**src/rtl/memory_access_stage.sv**
```systemverilog
// -----------------------------------------------------------------------------
// memory_access_stage
//
// MEM stage of an in-order RV32I pipeline. Issues one data memory access per
// load/store, stalls upstream while the access is outstanding, formats load
// data and stages all results in the MEM/WB pipeline register.
//
// Parameter
//    ACK_TIMEOUT   max cycles spent in WAIT before giving up (2..255)
//
// Optional feature (compile-time macro)
//    MEM_MISALIGN_CHECK_EN   defined: misaligned halfword/word accesses are
//                            not issued; misalign_o pulses and a bubble is
//                            written to MEM/WB. Undefined: the low address
//                            bits are ignored and misalign_o is tied 0.
//
// Ports
//    clk_i, rst_i                 clock, synchronous active-high reset
//    *_ex_mem_i                   EX/MEM pipeline fields (held by upstream
//                                 while busywait_o is high)
//    dmem_req_o .. dmem_wstrb_o   registered data memory request
//    dmem_rdata_i, dmem_ack_i     memory response (ack is a one-cycle pulse)
//    busywait_o                   combinational stall to upstream stages
//    *_mem_wb_o                   MEM/WB pipeline register
//    bus_err_o                    one-cycle pulse on ack timeout
//    misalign_o                   one-cycle pulse on misaligned access
// -----------------------------------------------------------------------------
module memory_access_stage #(
   parameter int unsigned ACK_TIMEOUT = 16
) (
   input  logic        clk_i,
   input  logic        rst_i,
   input  logic [31:0] alu_out_ex_mem_i,
   input  logic [31:0] rs2_ex_mem_i,
   input  logic [4:0]  rd_ex_mem_i,
   input  logic [31:0] pc_ex_mem_i,
   input  logic [1:0]  wb_sel_ex_mem_i,
   input  logic [2:0]  funct3_ex_mem_i,
   input  logic        is_load_instr_ex_mem_i,
   input  logic        is_store_instr_ex_mem_i,
   output logic        dmem_req_o,
   output logic        dmem_we_o,
   output logic [29:0] dmem_addr_o,
   output logic [31:0] dmem_wdata_o,
   output logic [3:0]  dmem_wstrb_o,
   input  logic [31:0] dmem_rdata_i,
   input  logic        dmem_ack_i,
   output logic        busywait_o,
   output logic [4:0]  rd_mem_wb_o,
   output logic [31:0] alu_out_mem_wb_o,
   output logic [31:0] rd_data_mem_wb_o,
   output logic [31:0] pc_mem_wb_o,
   output logic [1:0]  wb_sel_mem_wb_o,
   output logic        is_load_instr_mem_wb_o,
   output logic        bus_err_o,
   output logic        misalign_o
);

   typedef enum logic [0:0] {
      ST_IDLE = 1'b0,
      ST_WAIT = 1'b1
   } state_t;

   localparam logic [7:0] TIMEOUT_LAST = 8'(ACK_TIMEOUT - 1);

   // Load formatting: pick the lane from the low address bits, then extend.
   // funct3[1:0] of 2'b1x (LW and the unused 011/110/111 codes) pass the word.
   function automatic logic [31:0] fmt_load(input logic [31:0] word,
                                            input logic [1:0]  lane,
                                            input logic [2:0]  f3);
      logic [31:0] shifted;
      logic [7:0]  b;
      logic [15:0] h;
      shifted = word >> {lane, 3'b000};
      b       = shifted[7:0];
      h       = lane[1] ? word[31:16] : word[15:0];
      case (f3)
         3'b000:  fmt_load = {{24{b[7]}}, b};
         3'b001:  fmt_load = {{16{h[15]}}, h};
         3'b100:  fmt_load = {24'h000000, b};
         3'b101:  fmt_load = {16'h0000, h};
         default: fmt_load = word;
      endcase
   endfunction

   // Byte enables for a store of the given width at the given lane.
   function automatic logic [3:0] fmt_wstrb(input logic [1:0] lane,
                                            input logic [2:0] f3);
      case (f3[1:0])
         2'b00:   fmt_wstrb = 4'b0001 << lane;
         2'b01:   fmt_wstrb = lane[1] ? 4'b1100 : 4'b0011;
         default: fmt_wstrb = 4'b1111;
      endcase
   endfunction

   // Store data replicated across all lanes so the strobes alone pick bytes.
   function automatic logic [31:0] fmt_wdata(input logic [31:0] data,
                                             input logic [2:0]  f3);
      case (f3[1:0])
         2'b00:   fmt_wdata = {4{data[7:0]}};
         2'b01:   fmt_wdata = {2{data[15:0]}};
         default: fmt_wdata = data;
      endcase
   endfunction

   state_t     state_r;
   state_t     state_nxt_s;
   logic [7:0] cnt_r;
   logic       mem_op_s;
   logic       misalign_s;
   logic       start_s;
   logic       ack_done_s;
   logic       timeout_fire_s;
   logic       misalign_fire_s;
   logic       busywait_s;
   logic       bubble_s;

   logic        req_r;
   logic        we_r;
   logic [29:0] addr_r;
   logic [31:0] wdata_r;
   logic [3:0]  wstrb_r;
   logic        bus_err_r;
   logic [4:0]  rd_r;
   logic [31:0] alu_r;
   logic [31:0] rd_data_r;
   logic [31:0] pc_r;
   logic [1:0]  wb_sel_r;
   logic        is_load_r;

   // Access legality: only meaningful when the misalignment check is built in.
   always_comb begin
      mem_op_s   = is_load_instr_ex_mem_i | is_store_instr_ex_mem_i;
      misalign_s = 1'b0;
`ifdef MEM_MISALIGN_CHECK_EN
      if (mem_op_s) begin
         misalign_s = ((funct3_ex_mem_i[1:0] == 2'b01) && alu_out_ex_mem_i[0]) ||
                      (funct3_ex_mem_i[1] && (alu_out_ex_mem_i[1:0] != 2'b00));
      end else begin
         misalign_s = 1'b0;
      end
`endif
   end

   // Next-state logic and the stall/completion strobes derived from it.
   always_comb begin
      state_nxt_s     = state_r;
      busywait_s      = 1'b0;
      start_s         = 1'b0;
      ack_done_s      = 1'b0;
      timeout_fire_s  = 1'b0;
      misalign_fire_s = 1'b0;
      case (state_r)
         ST_IDLE: begin
            // A stray ack in IDLE is deliberately not looked at here.
            if (mem_op_s && !misalign_s) begin
               start_s     = 1'b1;
               busywait_s  = 1'b1;
               state_nxt_s = ST_WAIT;
            end else begin
               misalign_fire_s = misalign_s;
               state_nxt_s     = ST_IDLE;
            end
         end
         ST_WAIT: begin
            // Ack wins over timeout when both land on the last allowed cycle.
            if (dmem_ack_i) begin
               ack_done_s  = 1'b1;
               state_nxt_s = ST_IDLE;
            end else if (cnt_r == TIMEOUT_LAST) begin
               timeout_fire_s = 1'b1;
               state_nxt_s    = ST_IDLE;
            end else begin
               busywait_s  = 1'b1;
               state_nxt_s = ST_WAIT;
            end
         end
         default: begin
            state_nxt_s = ST_IDLE;
         end
      endcase
      // Dropped accesses must not reach writeback even though the pipe moves.
      bubble_s = busywait_s | timeout_fire_s | misalign_fire_s;
   end

   // State register and WAIT-cycle counter.
   always_ff @(posedge clk_i) begin
      if (rst_i) begin
         state_r <= ST_IDLE;
         cnt_r   <= 8'd0;
      end else begin
         state_r <= state_nxt_s;
         if (start_s || ack_done_s || timeout_fire_s) begin
            cnt_r <= 8'd0;
         end else if (state_r == ST_WAIT) begin
            cnt_r <= cnt_r + 8'd1;
         end
      end
   end

   // Memory request register: fields captured on issue, held until done.
   always_ff @(posedge clk_i) begin
      if (rst_i) begin
         req_r     <= 1'b0;
         we_r      <= 1'b0;
         addr_r    <= 30'd0;
         wdata_r   <= 32'd0;
         wstrb_r   <= 4'd0;
         bus_err_r <= 1'b0;
      end else begin
         bus_err_r <= timeout_fire_s;
         if (start_s) begin
            req_r   <= 1'b1;
            we_r    <= is_store_instr_ex_mem_i;
            addr_r  <= alu_out_ex_mem_i[31:2];
            wdata_r <= is_store_instr_ex_mem_i ?
                       fmt_wdata(rs2_ex_mem_i, funct3_ex_mem_i) : 32'd0;
            wstrb_r <= is_store_instr_ex_mem_i ?
                       fmt_wstrb(alu_out_ex_mem_i[1:0], funct3_ex_mem_i) : 4'd0;
         end else if (ack_done_s || timeout_fire_s) begin
            req_r <= 1'b0;
         end
      end
   end

   // MEM/WB pipeline register; rd and is_load are zeroed to form a bubble.
   always_ff @(posedge clk_i) begin
      if (rst_i) begin
         rd_r      <= 5'd0;
         alu_r     <= 32'd0;
         rd_data_r <= 32'd0;
         pc_r      <= 32'd0;
         wb_sel_r  <= 2'd0;
         is_load_r <= 1'b0;
      end else if (bubble_s) begin
         rd_r      <= 5'd0;
         is_load_r <= 1'b0;
      end else begin
         rd_r      <= rd_ex_mem_i;
         alu_r     <= alu_out_ex_mem_i;
         pc_r      <= pc_ex_mem_i;
         wb_sel_r  <= wb_sel_ex_mem_i;
         is_load_r <= is_load_instr_ex_mem_i;
         rd_data_r <= is_load_instr_ex_mem_i ?
                      fmt_load(dmem_rdata_i, alu_out_ex_mem_i[1:0], funct3_ex_mem_i) :
                      32'd0;
      end
   end

`ifdef MEM_MISALIGN_CHECK_EN
   logic misalign_r;

   // One-cycle misalignment pulse.
   always_ff @(posedge clk_i) begin
      if (rst_i) begin
         misalign_r <= 1'b0;
      end else begin
         misalign_r <= misalign_fire_s;
      end
   end

   assign misalign_o = misalign_r;
`else
   assign misalign_o = 1'b0;
`endif

   assign busywait_o             = busywait_s;
   assign dmem_req_o             = req_r;
   assign dmem_we_o              = we_r;
   assign dmem_addr_o            = addr_r;
   assign dmem_wdata_o           = wdata_r;
   assign dmem_wstrb_o           = wstrb_r;
   assign bus_err_o              = bus_err_r;
   assign rd_mem_wb_o            = rd_r;
   assign alu_out_mem_wb_o       = alu_r;
   assign rd_data_mem_wb_o       = rd_data_r;
   assign pc_mem_wb_o            = pc_r;
   assign wb_sel_mem_wb_o        = wb_sel_r;
   assign is_load_instr_mem_wb_o = is_load_r;

endmodule

```
**config.mk**
```make
export PLATFORM = sky130hd
export DESIGN_NAME = memory_access_stage
export DESIGN_NICKNAME = d
export VERILOG_FILES = /design/src/rtl/memory_access_stage.sv
export SDC_FILE = /design/constraint.sdc
export NUM_CORES = 1
export LEC_CHECK = 0
export ABC_AREA = 0
export ABC_CLOCK_PERIOD_IN_PS = 2060
export CAP_MARGIN = 20
export CELL_PAD_IN_SITES_DETAIL_PLACEMENT = 0
export CELL_PAD_IN_SITES_GLOBAL_PLACEMENT = 2
export CORE_MARGIN = 2
export CORE_UTILIZATION = 23
export CTS_CLUSTER_SIZE = 8
export DETAILED_ROUTE_END_ITERATION = 10
export GPL_ROUTABILITY_DRIVEN = 0
export PLACE_DENSITY = 0.8
export SLEW_MARGIN = 20
export SYNTH_ARGS = -nofsm -noshare
export SYNTH_HDL_FRONTEND = slang
export SYNTH_SLANG_ARGS = --single-unit
```
**constraint.sdc**
```tcl
create_clock -name clk_i -period 2.06 [get_ports clk_i]
set_clock_uncertainty 0.2 [all_clocks]
set_input_delay 0.206 -clock clk_i [delete_from_list [all_inputs] [get_ports clk_i]]
set_output_delay 0.206 -clock clk_i [all_outputs]
set_load 0.005 [all_outputs]
```
# Word-level counts from Yosys, hierarchy flattened
# Cells that the tools add are included.
classes:
  n_addsub: 1
  n_mux: 20
  bitwise_logic: 3
  eq_ne: 5
  n_reduce_logical: 8
  shifts: 2
op_table:
  columns: ["op", "count"]
  rows:
  - ["32-bit one-hot mux with 4 select lines", 1]
  - ["32-bit 2-to-1 mux", 2]
  - ["32-bit one-hot mux with 2 select lines", 1]
  - ["32-bit by 5-bit right shift with 8-bit output", 1]
  - ["16-bit 2-to-1 mux", 1]
  - ["1-bit 2-to-1 mux", 11]
  - ["8-bit by 1-bit adder with 8-bit output, second input constant", 1]
  - ["8-bit by 4-bit equality test with 1-bit output, second input constant", 1]
  - ["4-bit 2-to-1 mux", 2]
  - ["4-bit one-hot mux with 2 select lines", 1]
  - ["3-bit equality test, second input constant", 2]
  - ["2-bit OR reduction", 2]
  - ["1-bit by 2-bit left shift with 4-bit output, first input constant", 1]
  - ["3-bit by 1-bit equality test with 1-bit output, second input constant", 1]
  - ["3-bit logical NOT", 1]
  - ["1-bit logical OR", 3]
  - ["2-bit by 1-bit equality test with 1-bit output, second input constant", 1]
  - ["2-bit logical NOT", 1]
  - ["1-bit OR", 2]
  - ["1-bit one-hot mux with 2 select lines", 1]
  - ["2-bit nonzero test", 1]
  - ["1-bit inverter", 1]
totals:
  word_cells: 53
  register_bits: 182
  output_inout_bits: 175
  input_bits: 143

# Depth between registers and ports, before layout
# Gate-level depths: netlist of run 1.
depth:
  ltp_word: 7
  mapped_depth: 8
  ltp_nobuf: 5

# Worst setup path before layout of run 1
# OpenSTA, ideal clock, no wires.
synth_path:
  path_type: "reg-to-reg"
  startpoint: "reg state_r"
  endpoint: "reg rd_data_r[21] (netlist: rd_data_mem_wb_o[21])"
  path_stages_with_launch: 7
  setup_time_ps: 122
  t_arrival_ps: 1377
  slack_ps: 361
  t_required_ps: 1738
  path_cell_list: "dfxtp_1 > and4b_1 > buf_6 > and2_0 > buf_2 > buf_6 > a221o_1"
synth_between:
  elab_chain_cells: 3
synth_lines:
  columns: ["item", "line_no", "source"]
  rows:
  - ["start, declared", "106", "state_t state_r;"]
  - ["start signal, assigned", "192", "state_r <= state_nxt_s;"]
  - ["1-bit inverter", null, null]
  - ["1-bit one-hot mux with 2 select lines", "153", "case (state_r)"]
  - ["1-bit OR (*)", "183", "bubble_s = busywait_s | timeout_fire_s | misalign_fire_s;"]
  - ["end signal, assigned", "244", "rd_data_r <= is_load_instr_ex_mem_i ?"]
  - ["end, declared", "126", "logic [31:0] rd_data_r;"]
# Mark *: on every way between the ends. The rest lies on a longest branch, timed or not.
# A chain may end at the register's enable or synchronous reset.

# Final worst setup path of run 1
layout_path:
  startpoint: "reg cnt_r[0]"
  endpoint: "out busywait_o"
layout_between:
  elab_chain_cells: 4
layout_lines:
  columns: ["item", "line_no", "source"]
  rows:
  - ["start, declared", "108", "logic [7:0] cnt_r;"]
  - ["start signal, assigned", "196", "cnt_r <= cnt_r + 8'd1;"]
  - ["8-bit by 4-bit equality test with 1-bit output", "170", "end else if (cnt_r == TIMEOUT_LAST) begin"]
  - ["1-bit 2-to-1 mux", "170", null]
  - ["1-bit 2-to-1 mux", "167", "if (dmem_ack_i) begin"]
  - ["1-bit one-hot mux with 2 select lines", "153", null]
  - ["end, declared", "48", "output logic busywait_o,"]
# Every way passes these cells.

==> impl_metrics.json, run 1 <==
{
  "finalCritPeriodShare_pct": 94.6,
  "path_max_fanout": 2,
  "reg2reg_from": "state_r",
  "detail_route.drc_violations": 0,
  "chipWidth_um": 179,
  "design.portCount": 318,
  "synthesis.area_um2": 7060,
  "area_delta_synth_final_pct": 66.1,
  "timing.reg2reg.setup_slack_ns": 0.17,
  "place_area_um2": 11100,
  "synthAdderAreaFrac_pct": 0.177,
  "vias_per_cell": 4.51,
  "grt_max_degree": 140,
  "drv_slew": 0,
  "drt_iter0_drc": 433,
  "hold_slack_ns": 0.110,
  "cts_tree": "built",
  "ys_ff_latch": 182,
  "htree_num_levels": 4,
  "coreArea_um2": 30400,
  "maxCapViolations": 0,
  "clk_pin_slew_ns": 0.09,
  "hold_start": "pc_ex_mem_i[17]",
  "cp.required_ns": 1.65,
  "async_flop_share_pct": 0,
  "clock_sinks": 182,
  "slowest_stage": "dfxtp_2",
  "final_area_um2": 11700,
  "fmax_ghz": 0.513,
  "post_drt_wl_per_cell_um": 17.3,
  "avgSynthCellArea_um2": 8.61,
  "synth-simple-area-share_pct": 18.0,
  "ant_nets": 0,
  "endpoint_kind": "primary output",
  "final_common_cell": "clkdlybuf4s50_1",
  "path_cells": "ha_1 > and4b_1 > a21oi_2 > nor2_2 > inv_1 > buf_2",
  "dr.pass1.iters": 4,
  "grt_overflow": 0,
  "crit_family": "flip-flops",
  "crit_arrival_ns": 1.54,
  "synth-xor-area-share_pct": 0.868,
  "clk_latency_ns": 0.43,
  "status": "completed",
  "synth-edff-count": 0,
  "crit_buf_inv": 2,
  "cp-start-kind": "register",
  "power_mw": 8.82,
  "cts_root_buffer": "clkbuf_16",
  "vias": 7052,
  "antenna_found_initial": 0,
  "synthCells": 820,
  "grt_pass1_wl_um": 40100,
  "yosysWarnings": 0,
  "p_per_area_nw_per_um2": 753,
  "wl_um": 27100,
  "die_h_um": 179,
  "max_slew.worst_pin.slew_ns": 0.804,
  "final_cell_mix": "clkdlybuf4s50_1, nand2_1, dfxtp_1",
  "slew_headroom_pct": 46.4,
  "hpwlAfterDp_um": 19500,
  "fin_nets": 1300,
  "rsz0062_at_grt": "no",
  "netlist-cell-type-count": 45,
  "cts_made_buffers": 17,
  "cp-startpoint": "cnt_r[0]",
  "fin_tns_setup_ns": 0,
  "syn_nets": 964,
  "crit_type": "register to primary output",
  "synth-main-ff-cell": "dfxtp_1",
  "portBuffers": 316,
  "track_usage_pct": 16.3,
  "max_stage_delay_ns": 0.33,
  "place_ws_ns": -0.375,
  "hold_viol_final": 0,
  "p_leak_nw": 4.35,
  "setup_violations": 0,
  "rows": 64,
  "synth_top_family_by_area": "compound AO/OA/AOI/OAI gates",
  "yosysSeqAreaShare_pct": 51.6,
  "setup_slack_ns": 0.111,
  "synth_compound_gate_area_share_pct": 19.9,
  "dieArea_um2": 32100,
  "layout_min_cycle_time_ns": 1.95,
  "drive_above_1_share_pct": 11.4,
  "min_path_type": "input pin to register",
  "vdd_drop_max_uv": 405,
  "clockBufferDepth": 2,
  "synth.area.mux_share_pct": 4.87,
  "initial_core_util_pct": 23.2,
  "grt_pass1_vias": 6956,
  "antenna_cells": 0
}
metrics by stage:
step | instances | utilization (%)
after floorplan | 820 | -
after global placement | 1530 | 36.4
after detailed placement | 1530 | 36.4
after CTS | 1564 | 38.5
after global routing | 1565 | 38.5
final | 1565 | 38.5
synth_stat cells (2+ instances only):
master | number | area share, %
a22oi_1 | 26 | 2.8
nor2_1 | 45 | 2.4
xor2_1 | 4 | 0.50
buf_2 | 20 | 1.4
o2bb2ai_1 | 18 | 2.2
and2_1 | 11 | 0.97
xnor2_1 | 3 | 0.37
buf_6 | 4 | 0.64
mux2_2 | 17 | 2.7
buf_1 | 5 | 0.27
nand3_1 | 9 | 0.64
nand2_1 | 213 | 11
buf_4 | 2 | 0.21
clkbuf_1 | 34 | 1.8
inv_1 | 2 | 0.11
a221o_1 | 16 | 2.3
and4b_1 | 2 | 0.28
nor3_1 | 5 | 0.35
nor2_2 | 2 | 0.18
nor2b_1 | 3 | 0.27
nand2b_1 | 4 | 0.35
a21oi_1 | 115 | 8.2
a21o_1 | 4 | 0.43
o21a_1 | 7 | 0.74
o21ai_0 | 28 | 2.0
a211oi_1 | 8 | 0.85
mux2i_1 | 10 | 1.4
mux2_4 | 2 | 0.43
nand4_1 | 4 | 0.35
dfxtp_1 | 182 | 52
cell families after synthesis:
| logic type | after synthesis |
|---|---|
| simple gates | 305 |
| mux | 30 |
| fa+ha+maj | 1 |
| xor+xnor | 7 |
| buf+inv | 68 |
| other cells | 1 |
| compound gates | 226 |
| flops | 182 |
layout make-up:
type	instances	area [um2]
tap	396	495
fill	3141	18700
sequential	182	3650
inverter	3	11.3
multi-input combinational	571	3140
timing repair buffer	381	3820
clock inverter	15	184
clock buffer	17	425
layer usage:
layer | track usage, % | share of wire [%]
met5 | 0 | 0
met4 | 4.67 | 1.8
met3 | 5.53 | 8.0
met2 | 25.8 | 46
met1 | 20.9 | 44
where the power goes:
part	internal [mW]	total, mW	switching (mW)	leakage, nW
logic	0.917	1.64	0.726	2.57
registers	3.71	3.81	0.101	1.49
clock network	1.66	3.37	1.71	0.295
tightest hold or removal path: cells and delay by family:
family	cells	cell delay, ns
buffers and inverters	1	0.39
AO/OA/AOI/OAI	1	0.05
AND/OR/NAND/NOR	1	0.05
state kept, by name, summed over array words and instances, names as in the netlist:
signal	cells
dmem_we_o	1
dmem_wstrb_o	4
is_load_instr_mem_wb_o	1
rd_data_mem_wb_o	32
state_r	1
cnt_r	8
rd_mem_wb_o	5
wb_sel_mem_wb_o	2
bus_err_o	1
dmem_wdata_o	32
dmem_req_o	1
dmem_addr_o	30
alu_out_mem_wb_o	32
pc_mem_wb_o	32
path summary, 6_finish.rpt:
| path | to | cells after the start |
|---|---|---|
| min reg2reg | alu_out_mem_wb_o[19] | 2 |
| min | pc_mem_wb_o[17] | 3 |
| max reg2reg | rd_data_mem_wb_o[27] | 5 |
| max | busywait_o | 6 |
what timing repair did:
action | 4_1_cts | 5_1_grt
hold buffers | 0 | 0
cloned | 0 | 1
resized for setup | 7 | 2
endpoints found under the setup margin | 10 | 51
hold endpoints to repair | 0 | 0
setup buffers | 2 | 0
pin swaps | 2 | 2
No activity file was read; power rests on OpenSTA's default activity.
==> run 2, diff against run 1 <==
--- a/config.mk
+++ b/config.mk
@@ -16,6 +16,7 @@
 export DETAILED_ROUTE_END_ITERATION = 10
 export GPL_ROUTABILITY_DRIVEN = 0
 export PLACE_DENSITY = 0.8
+export REMOVE_ABC_BUFFERS = 1
 export SLEW_MARGIN = 20
 export SYNTH_ARGS = -nofsm -noshare
 export SYNTH_HDL_FRONTEND = slang
==> run 2 against run 1 <==
Utilization decreased by 0.16 points. Die area unchanged. Via count decreased by 1.4%. Sequential cell count unchanged. Sequential share of layout area increased by 0.13 points. Cell area decreased by 0.41%. First-iteration DRC count decreased by 37%. Critical endpoint unchanged. Worst hold slack got worse by 0.029 ns. Final cell count decreased by 0.13%. Register-to-register slack got worse by 0.04 ns. Power increased by 0.80%. Highest routed layer unchanged.
==> impl_metrics.json, run 2 (synthesis results as in run 1) <==
{
  "fin_nets": 1298,
  "vias_per_cell": 4.45,
  "antenna_cells": 0,
  "coreArea_um2": 30400,
  "layout_min_cycle_time_ns": 1.95,
  "dieArea_um2": 32100,
  "grt_pass1_wl_um": 41300,
  "antenna_found_initial": 0,
  "cts_root_buffer": "clkbuf_16",
  "clock_sinks": 182,
  "worst_hold_path.num_cells": 3,
  "hold_slack_ns": 0.0816,
  "htree_num_levels": 4,
  "worstReg2RegEnd": "rd_data_mem_wb_o[12]",
  "stdcell_count": 1563,
  "hpwlAfterDp_um": 19500,
  "wl_um": 27400,
  "hold_viol_final": 0,
  "dr.pass1.iters": 4,
  "drv_slew": 0,
  "clockBufferDepth": 2,
  "reg2regPathDepth": 5,
  "hold_end": "rd_data_mem_wb_o[10]",
  "ant_nets": 0,
  "drive_above_1_share_pct": 11.3,
  "fmax_ghz": 0.513,
  "rows": 64,
  "setup_violations": 0,
  "cp.required_ns": 1.65,
  "power_mw": 8.89,
  "p_per_area_nw_per_um2": 762,
  "area_delta_synth_final_pct": 65.4,
  "drt_iter0_drc": 274,
  "portBuffers": 316,
  "final_common_cell": "clkdlybuf4s50_1",
  "chipWidth_um": 179,
  "post_drt_wl_per_cell_um": 17.5,
  "die_h_um": 179,
  "path_max_fanout": 2,
  "clk_latency_ns": 0.45,
  "dp_cells": 1526,
  "design.portCount": 318,
  "slew_headroom_pct": 50.8,
  "vdd_drop_max_uv": 542,
  "clk_pin_slew_ns": 0.07,
  "finalCritPeriodShare_pct": 94.6,
  "timing.reg2reg.setup_slack_ns": 0.13,
  "cts_tree": "built",
  "track_usage_pct": 17.0,
  "crit_arrival_ns": 1.54,
  "endpoint_kind": "primary output",
  "cts_made_buffers": 17,
  "initial_core_util_pct": 23.2,
  "max_slew.worst_pin.slew_ns": 0.736,
  "cp-start-kind": "register",
  "hold_start": "rst_i",
  "fin_util_pct": 38.4,
  "final_cell_mix": "clkdlybuf4s50_1, nand2_1, dfxtp_1",
  "status": "completed",
  "maxCapViolations": 0,
  "grt_pass1_vias": 6980,
  "vias": 6954,
  "grt_overflow": 0,
  "reg2reg_from": "state_r",
  "crit_type": "register to primary output",
  "grt_max_degree": 118,
  "p_leak_nw": 4.33,
  "rsz0062_at_grt": "no",
  "min_path_type": "input pin to register",
  "detail_route.drc_violations": 0,
  "cts_hold_buffers": 0
}
[run 2: cell count changes in the layout (fill, tap and decap cells not counted), moves of 2 or more]
cell        change
clkinv_8        -5
buf_12          -4
clkinv_4        -4
bufinv_16       +3
clkinvlp_4      +3
inv_6           +3
inv_8           -3
buf_4           +2
clkinv_2        +2
[run 2: cell type report]
| cell class | instances | area (um2) |
|---|---|---|
| Tap cell | 396 | 495 |
| Fill cell | 3141 | 18800 |
| Sequential cell | 182 | 3650 |
| Inverter | 3 | 11.3 |
| Clock inverter | 13 | 166 |
| Clock buffer | 19 | 443 |
| Multi-Input combinational cell | 570 | 3150 |
| Timing Repair Buffer | 380 | 3760 |
[run 2: through the flow]
stage	TNS (ns)	area [um2]	setup WS [ns]
2_1_floorplan	-151.94	6750	-1.80
4_1_cts	-0.0695	11700	-0.0695
3_5_place_dp	-38.15	11000	-0.373
5_1_grt	0	11700	0.0128
6_report	0	11700	0.111
3_3_place_gp	-40.25	11000	-0.525
[run 2: power by group]
part           switching (mW)  internal, mW  leakage, nW
combinational           0.720         0.886         2.55
sequential              0.104          3.71         1.49
clock                    1.51          1.96        0.291
[run 2: what timing repair did]
action | CTS | global route
setup buffers | 4 | 1
setup endpoints to repair | 18 | 1
pin swaps | 3 | 1
gates resized for setup | 8 | 3
[run 2: routing by layer]
layer | global-route usage (%) | wire (um)
met1 | 20.9 | 11900
met2 | 27.2 | 12300
met3 | 7.29 | 2920
met4 | 4.54 | 316
met5 | 0 | 0
[run 2: critical path, cell delays in order, from the launching register on]
cell and delay [ns]:
dfxtp_2 0.34, ha_4 0.15, and4b_1 0.20, a21oi_2 0.18, nor2_2 0.06, inv_1 0.06, clkbuf_2 0.11
[run 2: how the worst max path moves through the flow]
stage                             from              endpoint  slack, ns
2_1_floorplan                  state_r        rd_mem_wb_o[0]      -1.80
3_3_place_gp   is_store_instr_ex_mem_i   rd_data_mem_wb_o[9]      -0.52
3_5_place_dp                dmem_ack_i  rd_data_mem_wb_o[19]      -0.37
4_1_cts                       cnt_r[1]            busywait_o      -0.07
5_1_grt                        state_r            busywait_o       0.01
6_report                      cnt_r[1]            busywait_o       0.11
==> run 3, diff against run 2 <==
--- a/config.mk
+++ b/config.mk
@@ -10,7 +10,6 @@
 export CAP_MARGIN = 20
 export CELL_PAD_IN_SITES_DETAIL_PLACEMENT = 0
 export CELL_PAD_IN_SITES_GLOBAL_PLACEMENT = 2
-export CORE_MARGIN = 2
 export CORE_UTILIZATION = 23
 export CTS_CLUSTER_SIZE = 8
 export DETAILED_ROUTE_END_ITERATION = 10
==> run 3 against run 2 <==
Critical endpoint unchanged. Worst hold slack gained 0.037 ns. Register-to-register slack improved by 0.10 ns. Fmax down 1.1%. Sequential power about the same. Power is 2.1% lower. Largest power group unchanged. Routed wire length decreased by 1.6%. Via count increased by 0.92%. Critical path depth is the same. Global-route usage hardly changed. Sequential share of layout area up 0.31 points. Clock power down 5%. Largest cell class unchanged. Utilization up 0.22 points.
==> impl_metrics.json, run 3 (synthesis results as in run 1) <==
{
  "clockBufferDepth": 2,
  "chipWidth_um": 177,
  "detail_route.drc_violations": 0,
  "layout_min_cycle_time_ns": 1.97,
  "place_area_um2": 10900,
  "cts_made_buffers": 17,
  "track_usage_pct": 17.0,
  "p_leak_nw": 4.28,
  "grt_max_degree": 103,
  "final_cell_mix": "clkdlybuf4s50_1, nand2_1, dfxtp_1",
  "status": "completed",
  "vias_per_cell": 4.54,
  "vias": 7018,
  "ant_nets": 0,
  "final_area_um2": 11600,
  "maxCapViolations": 0,
  "coreArea_um2": 30000,
  "crit_type": "register to primary output",
  "crit_arrival_ns": 1.56,
  "antenna_found_initial": 1,
  "hold_start": "pc_ex_mem_i[0]",
  "min_path_type": "input pin to register",
  "clock_sinks": 182,
  "drt_iter0_drc": 407,
  "grt_pass1_wl_um": 41000,
  "vdd_drop_max_uv": 445,
  "p_per_area_nw_per_um2": 753,
  "cp-start-kind": "register",
  "endpoint_kind": "primary output",
  "rows": 63,
  "reg2regPathDepth": 4,
  "hpwlAfterDp_um": 19000,
  "worst_hold_path.num_cells": 3,
  "clk_pin_slew_ns": 0.08,
  "dr.pass1.iters": 4,
  "area_delta_synth_final_pct": 63.8,
  "cp.required_ns": 1.65,
  "rsz0062_at_grt": "no",
  "hold_end": "pc_mem_wb_o[0]",
  "drv_slew": 0,
  "final_common_cell": "clkdlybuf4s50_1",
  "slew_headroom_pct": 61.6,
  "power_mw": 8.71,
  "hold_viol_final": 0,
  "dieArea_um2": 31400,
  "cts_root_buffer": "clkbuf_16",
  "initial_core_util_pct": 23.6,
  "drive_above_1_share_pct": 10.6,
  "path_max_fanout": 2,
  "htree_num_levels": 4,
  "max_slew.worst_pin.slew_ns": 0.576,
  "cts_tree": "built",
  "reg2reg_from": "state_r",
  "timing.reg2reg.setup_slack_ns": 0.23,
  "clk_latency_ns": 0.42,
  "finalCritPeriodShare_pct": 95.6,
  "fin_nets": 1287,
  "worstReg2RegEnd": "rd_data_mem_wb_o[31]",
  "cts_hold_buffers": 0,
  "stdcell_count": 1547,
  "grt_pass1_vias": 7067,
  "post_drt_wl_per_cell_um": 17.4,
  "grt_overflow": 0,
  "portBuffers": 316,
  "wl_um": 26900,
  "die_h_um": 177,
  "fmax_ghz": 0.508,
  "setup_violations": 0,
  "design.portCount": 318,
  "dp_cells": 1511
}
run 3: cell types whose count changed in the layout (fill, tap and decap cells not counted), moves of 2 or more:
cell / before / now
clkinvlp_4: 3 / 0
inv_6: 5 / 7
buf_4: 53 / 43
buf_6: 2 / 0
bufinv_16: 3 / 0
inv_8: 0 / 3
clkinv_8: 0 / 3
run 3: metrics by stage:
stage / utilization [%] / hold slack, ns / setup WS (ns) / TNS (ns)
after floorplan: - / 0.0751 / -1.80 / -151.94
after global placement: 36.5 / 0.237 / -0.305 / -6.48
after detailed placement: 36.5 / 0.244 / -0.357 / -8.25
after CTS: 38.6 / 0.0847 / -0.0192 / -0.0192
after global routing: 38.6 / 0.112 / 0.0106 / 0
final: 38.6 / 0.119 / 0.0898 / 0
run 3: cell type report:
class	count	area [um2]
fillers	3088	18400
repair buffers	369	3690
multi-input cells	570	3150
well taps	390	488
clock buffers	17	425
clock inverters	15	154
diodes	1	2.50
flip-flops and latches	182	3650
inverters	3	11.3
run 3: what timing repair did:
item | in CTS | in global routing
endpoints found under the setup margin | 17 | 1
setup buffers | 3 | 0
pin swaps | 2 | 1
gates resized for setup | 7 | 3
endpoints found under the hold margin | 0 | 0
run 3: worst max-delay path by stage:
stage,start,endpoint,slack [ns]
2_1_floorplan,state_r,rd_mem_wb_o[0],-1.80
3_3_place_gp,is_load_instr_ex_mem_i,rd_data_mem_wb_o[18],-0.30
3_5_place_dp,is_load_instr_ex_mem_i,rd_data_mem_wb_o[20],-0.36
4_1_cts,cnt_r[0],busywait_o,-0.02
5_1_grt,cnt_r[1],busywait_o,0.01
6_report,cnt_r[1],busywait_o,0.09
run 3: critical path: stages, from the launching register on:
cell and delay, ns:
dfxtp_2 0.34, ha_4 0.15, and4b_1 0.20, a21oi_2 0.20, nor2_2 0.07, inv_1 0.07
clkbuf_2 0.11
run 3: power breakdown:
group	switching (mW)	internal [mW]	total [mW]	leakage [nW]
Sequential	0.102	3.71	3.81	1.49
Clock	1.67	1.63	3.30	0.288
Combinational	0.715	0.882	1.60	2.50
run 3: per-layer routing:
metal	vias to the layer above	global-route usage [%]	wire length [um]
met5	-	0	0
met4	0	4.06	346
met3	26	6.08	2640
met2	283	28.0	12300
met1	3261	21.0	11700
li1	3448	-	-
